[config.mk]
export PLATFORM = sky130hd
export DESIGN_NAME = lwr_prf_core
export DESIGN_NICKNAME = d
export VERILOG_FILES = /design/src/rtl/lwr_prf_core.sv
export SDC_FILE = /design/constraint.sdc
export NUM_CORES = 1
export LEC_CHECK = 0
export BUFFER_PORTS_ARGS = -buffer_cell sky130_fd_sc_hd__buf_2
export CORE_UTILIZATION = 30
export CTS_CLUSTER_DIAMETER = 60
export CTS_CLUSTER_SIZE = 14
export DETAILED_ROUTE_END_ITERATION = 6
export PLACE_DENSITY_LB_ADDON = 0.08
export REMOVE_ABC_BUFFERS = 1
export SLEW_MARGIN = 40
export SYNTH_ARGS = -nofsm -noshare
export SYNTH_HDL_FRONTEND = slang
export SYNTH_SLANG_ARGS = --single-unit
[constraint.sdc]
create_clock -name clk -period 7.6 [get_ports clk]
set_clock_uncertainty 0.1 [all_clocks]
set_input_delay 0.76 -clock clk [delete_from_list [all_inputs] [get_ports clk]]
set_output_delay 0.76 -clock clk [all_outputs]
set_load 0.02 [all_outputs]
[src/rtl/lwr_prf_core.sv]
`default_nettype none
// ============================================================================
// Module   : lwr_prf_core
// Brief    : LWR-style PRF. An LFSR seeded from the request index expands into
//            N coefficients, which are dotted with a stored key mod Q. The sum
//            is then rounded down to mod P.
// Revision : 1.0  initial release
// ============================================================================
module lwr_prf_core #(
  parameter int          N    = 8,
  parameter int          Q    = 1024,
  parameter int          P    = 32,
  parameter logic [15:0] SEED = 16'hACE1,
  localparam int LQ = $clog2(Q),
  localparam int LP = $clog2(P),
  localparam int AW = (N > 1) ? $clog2(N) : 1
) (
  input  logic          clk,
  input  logic          rst,
  input  logic          key_wr_en,
  input  logic [AW-1:0] key_wr_addr,
  input  logic [LQ-1:0] key_wr_data,
  input  logic          req_valid,
  output logic          req_ready,
  input  logic [15:0]   req_index,
  output logic          out_valid,
  input  logic          out_ready,
  output logic [LP-1:0] prf_out,
  output logic          busy
);

  localparam logic [15:0]   c_lfsr_tap = 16'hB400;
  localparam logic [AW-1:0] c_last_cnt = AW'(N - 1);
  localparam logic [LQ-1:0] c_half     = LQ'(Q / (2 * P));

  typedef enum logic [1:0] {
    IDLE = 2'd0,
    RUN  = 2'd1,
    OUT  = 2'd2
  } state_t;

  state_t r_state;
  state_t w_state_nxt;

  logic [LQ-1:0]   r_key [N];
  logic [15:0]     r_lfsr;
  logic [LQ-1:0]   r_acc;
  logic [AW-1:0]   r_cnt;
  logic [LP-1:0]   r_prf;

  logic [15:0]     w_seed_mix;
  logic [15:0]     w_lfsr_load;
  logic [15:0]     w_lfsr_nxt;
  logic [LQ-1:0]   w_a;
  logic [2*LQ-1:0] w_prod;
  logic [LQ-1:0]   w_acc_nxt;
  logic [LQ-1:0]   w_round;
  logic [LP-1:0]   w_prf;
  logic            w_unused_bits;

  // An all-zero LFSR state would lock up, so that seed is replaced by 1.
  assign w_seed_mix  = req_index ^ SEED;
  assign w_lfsr_load = (w_seed_mix == 16'h0000) ? 16'h0001 : w_seed_mix;
  assign w_lfsr_nxt  = {1'b0, r_lfsr[15:1]} ^ (r_lfsr[0] ? c_lfsr_tap : 16'h0000);
  assign w_a         = w_lfsr_nxt[LQ-1:0];

  // Full-width product; only the low LQ bits survive the mod-Q reduction.
  assign w_prod      = {{LQ{1'b0}}, w_a} * {{LQ{1'b0}}, r_key[r_cnt]};
  assign w_acc_nxt   = r_acc + w_prod[LQ-1:0];

  // Adding half a step before taking the top LP bits rounds to nearest.
  // Carry-out past bit LQ-1 is dropped, so the top value wraps to zero.
  assign w_round     = w_acc_nxt + c_half;
  assign w_prf       = w_round[LQ-1 -: LP];

  assign w_unused_bits = ^{w_prod[2*LQ-1:LQ], w_round[LQ-LP-1:0]};

  always_ff @(posedge clk or posedge rst) begin
    if (rst) begin
      r_state <= IDLE;
    end else begin
      r_state <= w_state_nxt;
    end
  end

  always_comb begin
    w_state_nxt = r_state;
    case (r_state)
      IDLE:    if (req_valid) w_state_nxt = RUN;
      RUN:     if (r_cnt == c_last_cnt) w_state_nxt = OUT;
      OUT:     if (out_ready) w_state_nxt = IDLE;
      default: w_state_nxt = IDLE;
    endcase
  end

  always_ff @(posedge clk or posedge rst) begin
    if (rst) begin
      r_lfsr <= '0;
      r_acc  <= '0;
      r_cnt  <= '0;
      r_prf  <= '0;
      for (int i = 0; i < N; i++) begin
        r_key[i] <= '0;
      end
    end else begin
      case (r_state)
        IDLE: begin
          if (key_wr_en) begin
            r_key[key_wr_addr] <= key_wr_data;
          end
          if (req_valid) begin
            r_lfsr <= w_lfsr_load;
            r_acc  <= '0;
            r_cnt  <= '0;
          end
        end
        RUN: begin
          r_lfsr <= w_lfsr_nxt;
          r_acc  <= w_acc_nxt;
          r_cnt  <= r_cnt + 1'b1;
          if (r_cnt == c_last_cnt) begin
            r_prf <= w_prf;
          end
        end
        default: begin
        end
      endcase
    end
  end

  assign req_ready = (r_state == IDLE);
  assign busy      = (r_state != IDLE);
  assign out_valid = (r_state == OUT);
  assign prf_out   = r_prf;

endmodule
`default_nettype wire

==> results of run 1 <==
critical path, cell delays in order (launching register included):
cell and delay [ns]:
dfrtp_1 0.88, mux4_2 0.59, mux2_2 0.37, nand2_1 0.12
fa_1 0.42, inv_1 0.09, fa_1 0.42, inv_1 0.08
fa_1 0.43, fa_1 0.52, fa_1 0.45, xnor2_1 0.18
xnor2_1 0.15, xnor2_1 0.13, xnor3_1 0.40, xnor3_2 0.23
xnor3_1 0.38, xor2_1 0.17, o21ai_1 0.07
flip-flops by register name, summed over array words and instances (netlist names):
signal,cells
r_state,2
r_cnt,3
r_key,80
prf_out,5
r_acc,10
r_lfsr,16
through the flow:
step | hold WS, ns | util | instance area [µm²]
after CTS | 0.272 | 0.358 | 8160
final | 0.262 | 0.358 | 8160
after floorplan | 0.350 | - | 6910
after global placement | 0.376 | 0.331 | 7550
after detailed placement | 0.383 | 0.331 | 7550
after global routing | 0.295 | 0.358 | 8160
routing by layer:
| layer | global-route usage | up-vias | share of wire |
|---|---|---|---|
| met5 | 0 | - | 0 |
| met4 | 0.0401 | 0 | 0.0096 |
| met3 | 0.0348 | 16 | 0.029 |
| met2 | 0.266 | 72 | 0.50 |
| met1 | 0.202 | 2432 | 0.46 |
| li1 | - | 2165 | - |
placed cells by master (no fill, tap or decap), types with 3 or more instances in the layout:
cell type   synthesis  layout
dfrtp_1           116     116
mux2_2             85      85
inv_1              64      63
nand2_1            57      57
buf_2               4      41
ha_1               31      31
fa_1               30      30
a21oi_1            21      21
and2_1             20      20
o22ai_1            19      19
mux2i_1            17      17
clkbuf_16           0      17
xnor2_1            15      15
nor2_1             13      13
o21ai_0            14      13
a22o_1             12      12
mux4_2             12      12
xor2_1              7       7
nand3_1             7       7
and3_1              6       6
a22oi_1             6       6
inv_6               0       5
nor2b_1             4       4
xnor3_1             4       4
buf_4               1       4
clkinvlp_4          0       3
cell type report:
| cell class | count | area [µm²] | share of cell area |
|---|---|---|---|
| clock buffers | 18 | 439 | 0.0538 |
| clock inverters | 14 | 166 | 0.0204 |
| inverters | 65 | 246 | 0.0302 |
| multi-input cells | 398 | 3760 | 0.461 |
| flip-flops and latches | 116 | 2900 | 0.356 |
| well taps | 313 | 392 | 0.0480 |
| repair buffers | 46 | 249 | 0.0305 |
final timing paths:
kind | from | to | slack, ns | cells past startpoint
setup / recovery | r_cnt[0] | prf_out[4] | 1.25 | 18
hold / removal | rst | prf_out[4] | 0.26 | 2
setup reg to reg | r_cnt[0] | prf_out[4] | 1.25 | 18
hold reg to reg | prf_out[1] | prf_out[1] | 0.38 | 2
max in group asynchronous | rst | r_key[51] | 6.06 | 3
min in group clk | prf_out[1] | prf_out[1] | 0.38 | 2
cells by family after synthesis:
logic type,Yosys count
AND/OR/NAND/NOR,114
adder cells (fa/ha/maj),61
XOR/XNOR,27
flip-flops,116
multiplexers,115
buffers and inverters,90
AO/OA/AOI/OAI,81
==> flow_metrics.py, run 1 <==
metrics = {
    "status": {
        "status": "complete, no violations",
    },
    "route": {
        "drc": 0,
        "postRouteAntennaNets": 0,
        "via_per_inst": 4.83,
        "wl_per_cell_um": 17.8,
        "drt_iter0_markers": 157,
        "vias": 4685,
        "wl_um": 17200,
        "dr.pass1.iters": 4,
    },
    "synthesis": {
        "ys_seq_area_frac": 0.414,
        "synth_top_area_frac": 0.414,
        "synth_edf_count": 0,
        "yosys.area_share.adder": 0.141,
        "async_flop_share": 1.00,
        "ys_ff_latch": 116,
        "synth_area_leaders": "dfrtp_1 41%, mux2_2 14%, fa_1 8.6%",
        "netlist_top_cells_count": "116 x dfrtp_1, 85 x mux2_2, 64 x inv_1, 57 x nand2_1, 31 x ha_1",
        "synthMostInstantiatedCell": "dfrtp_1",
        "ys_types": 41,
        "yosysTopAreaCell": "dfrtp_1",
        "syn_area_um2": 7020,
        "yosysWarnings": 0,
        "synth_area_per_cell_um2": 11.6,
        "synth_ff_type": "dfrtp_1",
        "synthCells": 604,
        "synth_simple_gate_area_frac": 0.0770,
        "yosys.area_share.xor_xnor": 0.0437,
        "synth_top_family_by_area": "multiplexers",
        "synth_compound_area_frac": 0.0733,
        "synthMuxAreaShare": 0.201,
    },
    "critical_path": {
        "crit_type": "reg -> reg",
        "cp-end-kind": "register",
        "worstSetupStartpointType": "register",
        "arrival_ns": 6.54,
        "critPathMaxFanout": 19,
        "worstPathRequired_ns": 7.79,
    },
    "finish": {
        "final_cells": 970,
        "n_antenna_cell": 0,
        "synthToLayoutAreaGrowth_pct": 16.2,
        "nets": 739,
        "drive_above_1_share": 0.272,
        "fillers": 2273,
    },
    "floorplanning": {
        "die_y_um": 155,
        "core_um2": 22800,
        "rows": 55,
        "io_pins": 42,
        "die_w_um": 155,
        "dieArea_um2": 24000,
        "start_util": 0.308,
    },
    "clocking": {
        "root_buffer": "clkbuf_16",
        "cts_max_level": 4,
        "cts_buffers": 17,
        "ctsResizeCount": 0,
        "clk_path_buf_depth": 2,
        "clk_latency_ns": 0.42,
        "cts_tree": "built",
        "clock_sinks": 116,
        "holdBufCountCts": 0,
        "clk_pin_slew_ns": 0.06,
        "postCtsSetupBuffers": 0,
    },
    "grt": {
        "antenna_found_initial": 0,
        "grt_pass1_vias": 4960,
        "grt_overflow": 0,
        "grt_pass1_wl_um": 28300,
        "grt_max_degree": 83,
        "grt.total_usage": 0.157,
    },
    "sta": {
        "worst_pin_slew_ns": 0.825,
        "slew_violations": 0,
        "final_hold_viol_count": 0,
        "slew_headroom": 0.450,
        "rsz0062_at_grt": "no",
        "setup_slack_ns": 1.25,
        "finalSetupTns_ns": 0,
        "period_minus_slack_ns": 6.35,
        "fmax_ghz": 0.158,
        "setup_viol": 0,
        "post-route-period-util": 0.835,
    },
    "placed_design": {
        "dp.cells": 938,
        "portBuffers": 41,
        "dp_slack_ns": 1.22,
        "dp_hpwl_um": 12200,
        "place_congestion": 0.797,
    },
    "hold_path": {
        "min_path_type": "in -> async",
    },
    "flow_run": {
        "maxCapViolations": 0,
    },
}
Power of run 1 is left out: the tool's default activity adds up to more than one toggle a clock period on the data nets, which glitch-free logic cannot reach.
==> run 2, diff against run 1 <==
--- a/config.mk
+++ b/config.mk
@@ -5,6 +5,7 @@
 export SDC_FILE = /design/constraint.sdc
 export NUM_CORES = 1
 export LEC_CHECK = 0
+export ABC_AREA = 1
 export BUFFER_PORTS_ARGS = -buffer_cell sky130_fd_sc_hd__buf_2
 export CORE_UTILIZATION = 30
 export CTS_CLUSTER_DIAMETER = 60
==> constraint.sdc (replaced) <==
create_clock -name clk -period 6.55 [get_ports clk]
set_clock_uncertainty 0.1 [all_clocks]
set_input_delay 0.655 -clock clk [delete_from_list [all_inputs] [get_ports clk]]
set_output_delay 0.655 -clock clk [all_outputs]
set_load 0.02 [all_outputs]
==> flow_metrics.py, run 2 <==
metrics = {
    "status": {
        "status": "complete, no violations",
    },
    "placed_design": {
        "dp_hpwl_um": 15000,
        "portBuffers": 41,
        "place_congestion": 0.765,
    },
    "clocking": {
        "cts_tree": "built",
        "ctsResizeCount": 0,
        "holdBufCountCts": 0,
        "cts_max_level": 4,
        "postCtsSetupBuffers": 0,
        "clk_latency_ns": 0.42,
        "clk_pin_slew_ns": 0.06,
        "cts_buffers": 17,
        "root_buffer": "clkbuf_16",
        "clock_sinks": 116,
        "clk_path_buf_depth": 2,
    },
    "grt": {
        "grt_overflow": 0,
        "grt_pass1_wl_um": 34200,
        "grt_max_degree": 69,
        "grt.total_usage": 0.175,
        "antenna_found_initial": 0,
        "grt_pass1_vias": 6161,
    },
    "finish": {
        "largest_reg_flops": 80,
        "layout_common_cells": "258 x nand2_1, 170 x inv_1, 115 x dfrtp_1",
        "synthToLayoutAreaGrowth_pct": 15.1,
        "final_common_cell": "nand2_1",
        "regMostFlops": "r_key",
        "n_antenna_cell": 0,
        "drive_above_1_share": 0.115,
        "top_regs": "r_key (80), r_lfsr (16), r_acc (10)",
        "nets": 1090,
    },
    "sta": {
        "setup_viol": 0,
        "worst_pin_slew_ns": 0.817,
        "slew_headroom": 0.454,
        "fmax_ghz": 0.165,
        "final_hold_viol_count": 0,
        "slew_violations": 0,
        "period_minus_slack_ns": 6.06,
        "post-route-period-util": 0.926,
        "rsz0062_at_grt": "no",
        "finalSetupTns_ns": 0,
    },
    "synthesis": {
        "syn_area_um2": 7400,
        "synth_top_area_frac": 0.392,
        "synth_ff_type": "dfrtp_1",
        "async_flop_share": 1.00,
        "yosysWarnings": 0,
        "ys_seq_area_frac": 0.392,
        "synth_area_leaders": "dfrtp_1 39%, nand2_1 13%, inv_1 8.7%",
        "ys_types": 39,
        "synthCells": 956,
        "synthMostInstantiatedCell": "nand2_1",
        "yosysTopAreaCell": "dfrtp_1",
        "synth_area_per_cell_um2": 7.74,
        "ys_ff_latch": 116,
        "synth_edf_count": 0,
        "netlist_top_cells_count": "258 x nand2_1, 171 x inv_1, 116 x dfrtp_1, 98 x o21ai_0, 59 x nand3_1",
    },
    "floorplanning": {
        "dieArea_um2": 25300,
        "die_y_um": 159,
        "core_um2": 24200,
        "io_pins": 42,
        "start_util": 0.305,
        "die_w_um": 159,
        "rows": 57,
    },
    "critical_path": {
        "crit_type": "reg -> reg",
        "worstSetupStartpointType": "register",
        "worstPathRequired_ns": 6.72,
        "arrival_ns": 6.23,
        "cp-end-kind": "register",
        "critPathMaxFanout": 33,
    },
    "route": {
        "highest_layer": "met4",
        "drc": 0,
        "drt_iter0_markers": 367,
        "dr.pass1.iters": 5,
        "wl_met3_um": 427,
        "wl_met1_um": 10700,
        "wl_um": 20500,
        "wl_met2_um": 9170,
        "postRouteAntennaNets": 0,
        "via_per_inst": 4.47,
        "wl_per_cell_um": 15.4,
        "vias": 5954,
    },
    "hold_path": {
        "min_path_type": "in -> async",
    },
    "flow_run": {
        "maxCapViolations": 0,
    },
}
[run 2: worst paths after layout]
check	cells after the start	slack (ns)	endpoint	start
setup / recovery	25	0.49	r_acc[9]	r_cnt[0]
max in group asynchronous	3	4.93	r_cnt[0]	rst
setup reg to reg	25	0.49	r_acc[9]	r_cnt[0]
min in group clk	2	0.33	r_state[1]	out_ready
hold reg to reg	2	0.37	prf_out[0]	prf_out[0]
hold / removal	2	0.24	r_key[24]	rst
[run 2: cells by family (layout without fill, tap and decap cells)]
group                    after synthesis  after routing  share of synthesized area
AO/OA/AOI/OAI                        147            147                      0.112
XOR/XNOR                               9              9                     0.0107
adder cells (fa/ha/maj)               61             61                      0.134
buffers and inverters                216            268                      0.121
flip-flops                           116            116                      0.392
AND/OR/NAND/NOR                      407            407                      0.230
[run 2: area by class of cell]
class,count,area (µm²)
Tap cell,324,405
Sequential cell,116,2900
Multi-Input combinational cell,624,3620
Fill cell,2619,15700
Timing Repair Buffer,61,367
Clock buffer,20,447
Clock inverter,12,109
Inverter,175,667
[run 2: per-layer routing]
layer,vias up,global-route usage
met5,-,0
met4,0,0.0437
met3,14,0.0279
met2,56,0.276
met1,2813,0.249
li1,3071,-
[run 2: stage by stage]
step	cell area, µm²	hold WS [ns]	instances	utilization	worst slack, ns
after detailed placement	7960	0.362	1300	0.328	0.464
final	8520	0.243	1332	0.351	0.487
after global placement	7860	0.364	1289	0.324	0.519
after floorplan	7160	0.348	915	-	0.610
after CTS	8520	0.272	1332	0.351	0.442
after global routing	8520	0.305	1332	0.351	0.141
[run 2: worst max-delay path, cell delays in order (launching register included)]
cell	delay (ns)
dfrtp_2	0.80
inv_6	0.23
nand2_2	0.10
nand3_1	0.08
nand3_2	0.10
nand2_2	0.09
inv_1	0.15
nand2_1	0.09
fa_1	0.51
inv_1	0.05
fa_1	0.50
inv_1	0.05
fa_1	0.47
fa_1	0.53
fa_1	0.54
inv_1	0.04
ha_1	0.35
a21oi_1	0.16
o221ai_1	0.14
xnor2_1	0.22
nand3b_1	0.16
nand2_1	0.07
nand2_1	0.08
nand2_1	0.11
nand2_1	0.08
o21ai_0	0.08
Power of run 2 is left out for the same reason.
==> run 3, diff against run 2 <==
--- a/config.mk
+++ b/config.mk
@@ -7,7 +7,7 @@
 export LEC_CHECK = 0
 export ABC_AREA = 1
 export BUFFER_PORTS_ARGS = -buffer_cell sky130_fd_sc_hd__buf_2
-export CORE_UTILIZATION = 30
+export CORE_UTILIZATION = 62
 export CTS_CLUSTER_DIAMETER = 60
 export CTS_CLUSTER_SIZE = 14
 export DETAILED_ROUTE_END_ITERATION = 6
==> flow_metrics.py, run 3 (synthesized netlist as in run 2, its figures left out) <==
metrics = {
    "critical_path": {
        "crit_end": "prf_out[4]",
        "critPathMostFrequentCell": "nand2_1",
        "cpMaxStageDelayCell": "fa_1",
        "r2r_start": "r_cnt[0]",
        "crit_type": "reg -> reg",
        "reg2reg_depth": 28,
        "worstSetupStartpointType": "register",
        "arrival_ns": 6.21,
        "reg2reg_setup_slack_ns": 0.56,
        "cp-end-kind": "register",
        "cp_slowest_stage_delay_ns": 0.55,
        "critPathMaxFanout": 30,
        "cp-startpoint": "r_cnt[0]",
        "r2r-end": "prf_out[4]",
        "worstPathRequired_ns": 6.77,
    },
    "route": {
        "postRouteAntennaNets": 0,
        "wl_um": 18200,
        "wl_per_cell_um": 15.9,
        "drt_iter0_markers": 523,
        "vias": 6362,
        "via_per_inst": 5.57,
        "drc": 4,
        "dr.pass1.iters": 7,
    },
    "floorplanning": {
        "dieArea_um2": 12400,
        "die_y_um": 111,
        "rows": 39,
        "start_util": 0.642,
        "core_um2": 11500,
        "die_w_um": 111,
        "io_pins": 42,
    },
    "placed_design": {
        "place_congestion": 0.911,
        "portBuffers": 41,
        "dp_hpwl_um": 13300,
    },
    "sta": {
        "worst_pin_slew_ns": 0.802,
        "rsz0062_at_grt": "no",
        "finalSetupTns_ns": 0,
        "final_hold_viol_count": 0,
        "post-route-period-util": 0.914,
        "fmax_ghz": 0.167,
        "period_minus_slack_ns": 5.99,
        "holdWs_ns": 0.145,
        "setup_viol": 0,
        "slew_headroom": 0.464,
        "slew_violations": 0,
    },
    "finish": {
        "top_regs": "r_key (80), r_lfsr (16), r_acc (10)",
        "regMostFlops": "r_key",
        "largest_reg_flops": 80,
        "layout_common_cells": "258 x nand2_1, 170 x inv_1, 116 x dfrtp_1",
        "n_antenna_cell": 0,
        "final_core_util": 0.721,
        "drive_above_1_share": 0.108,
        "nets": 1084,
        "synthToLayoutAreaGrowth_pct": 12.2,
        "final_common_cell": "nand2_1",
    },
    "grt": {
        "grt_pass1_vias": 6612,
        "grt_max_degree": 81,
        "antenna_found_initial": 0,
        "grt.total_usage": 0.326,
        "grt_pass1_wl_um": 31200,
        "grt_overflow": 0,
    },
    "clocking": {
        "clk_latency_ns": 0.43,
        "postCtsSetupBuffers": 0,
        "cts_buffers": 17,
        "clk_pin_slew_ns": 0.05,
        "clock_sinks": 116,
        "root_buffer": "clkbuf_16",
        "ctsResizeCount": 0,
        "holdBufCountCts": 0,
        "clk_path_buf_depth": 2,
        "cts_max_level": 4,
        "cts_tree": "built",
    },
    "status": {
        "status": "complete, but fails checks",
        "violations": "design-rule violations",
    },
    "hold_path": {
        "min_path_type": "in -> async",
    },
    "flow_run": {
        "maxCapViolations": 0,
    },
}
## run 3: cell types whose count changed in the layout (fill, tap and decap cells not counted), moves of 2 or more
cell / delta
buf_4: -7
bufinv_16: +3
clkinv_4: -3
clkbuf_8: +2
clkinvlp_4: -2
nor3_2: +2
nor3_4: -2
## run 3: how the worst min path moves through the flow
stage	start	endpoint	slack (ns)	cells past startpoint
after floorplan	r_key[35]	r_key[35]	0.35	2
final	rst	r_key[74]	0.14	2
after global placement	prf_out[2]	prf_out[2]	0.36	2
after detailed placement	prf_out[0]	prf_out[0]	0.36	2
after global routing	rst	r_key[74]	0.19	2
after CTS	rst	r_key[14]	0.16	2
## run 3: per-layer routing
metal | up-vias | wire length (µm) | track usage
li1 | 3059 | - | -
met1 | 3057 | 7830 | 0.417
met2 | 204 | 8730 | 0.531
met3 | 42 | 1180 | 0.0722
met4 | 0 | 473 | 0.150
met5 | - | 0 | 0
## run 3: worst max-delay path, delay by kind of cell, from the launching register on
family / cells / cell delay (ns)
AO/OA/AOI/OAI: 3 / 0.42
XOR/XNOR: 1 / 0.16
adder cells (fa/ha/maj): 6 / 2.67
buffers and inverters: 6 / 0.96
flip-flops: 1 / 0.53
AND/OR/NAND/NOR: 12 / 1.04
## run 3: layout make-up
cell class              count  area [µm²]
flip-flops and latches    116        2900
repair buffers             55         325
inverters                 175         664
clock buffers              21         470
multi-input cells         624        3600
well taps                 143         179
clock inverters             9         153
fillers                   916        3220
## run 3: through the flow
| stage | setup slack, ns | area, µm² | cells |
|---|---|---|---|
| 6_report | 0.562 | 8300 | 1143 |
| 5_1_grt | 0.181 | 8300 | 1143 |
| 4_1_cts | 0.621 | 8290 | 1142 |
| 3_5_place_dp | 0.648 | 7670 | 1112 |
| 3_3_place_gp | 0.848 | 7620 | 1107 |
| 2_1_floorplan | 0.610 | 7160 | 915 |
Power of run 3 is left out for the same reason.
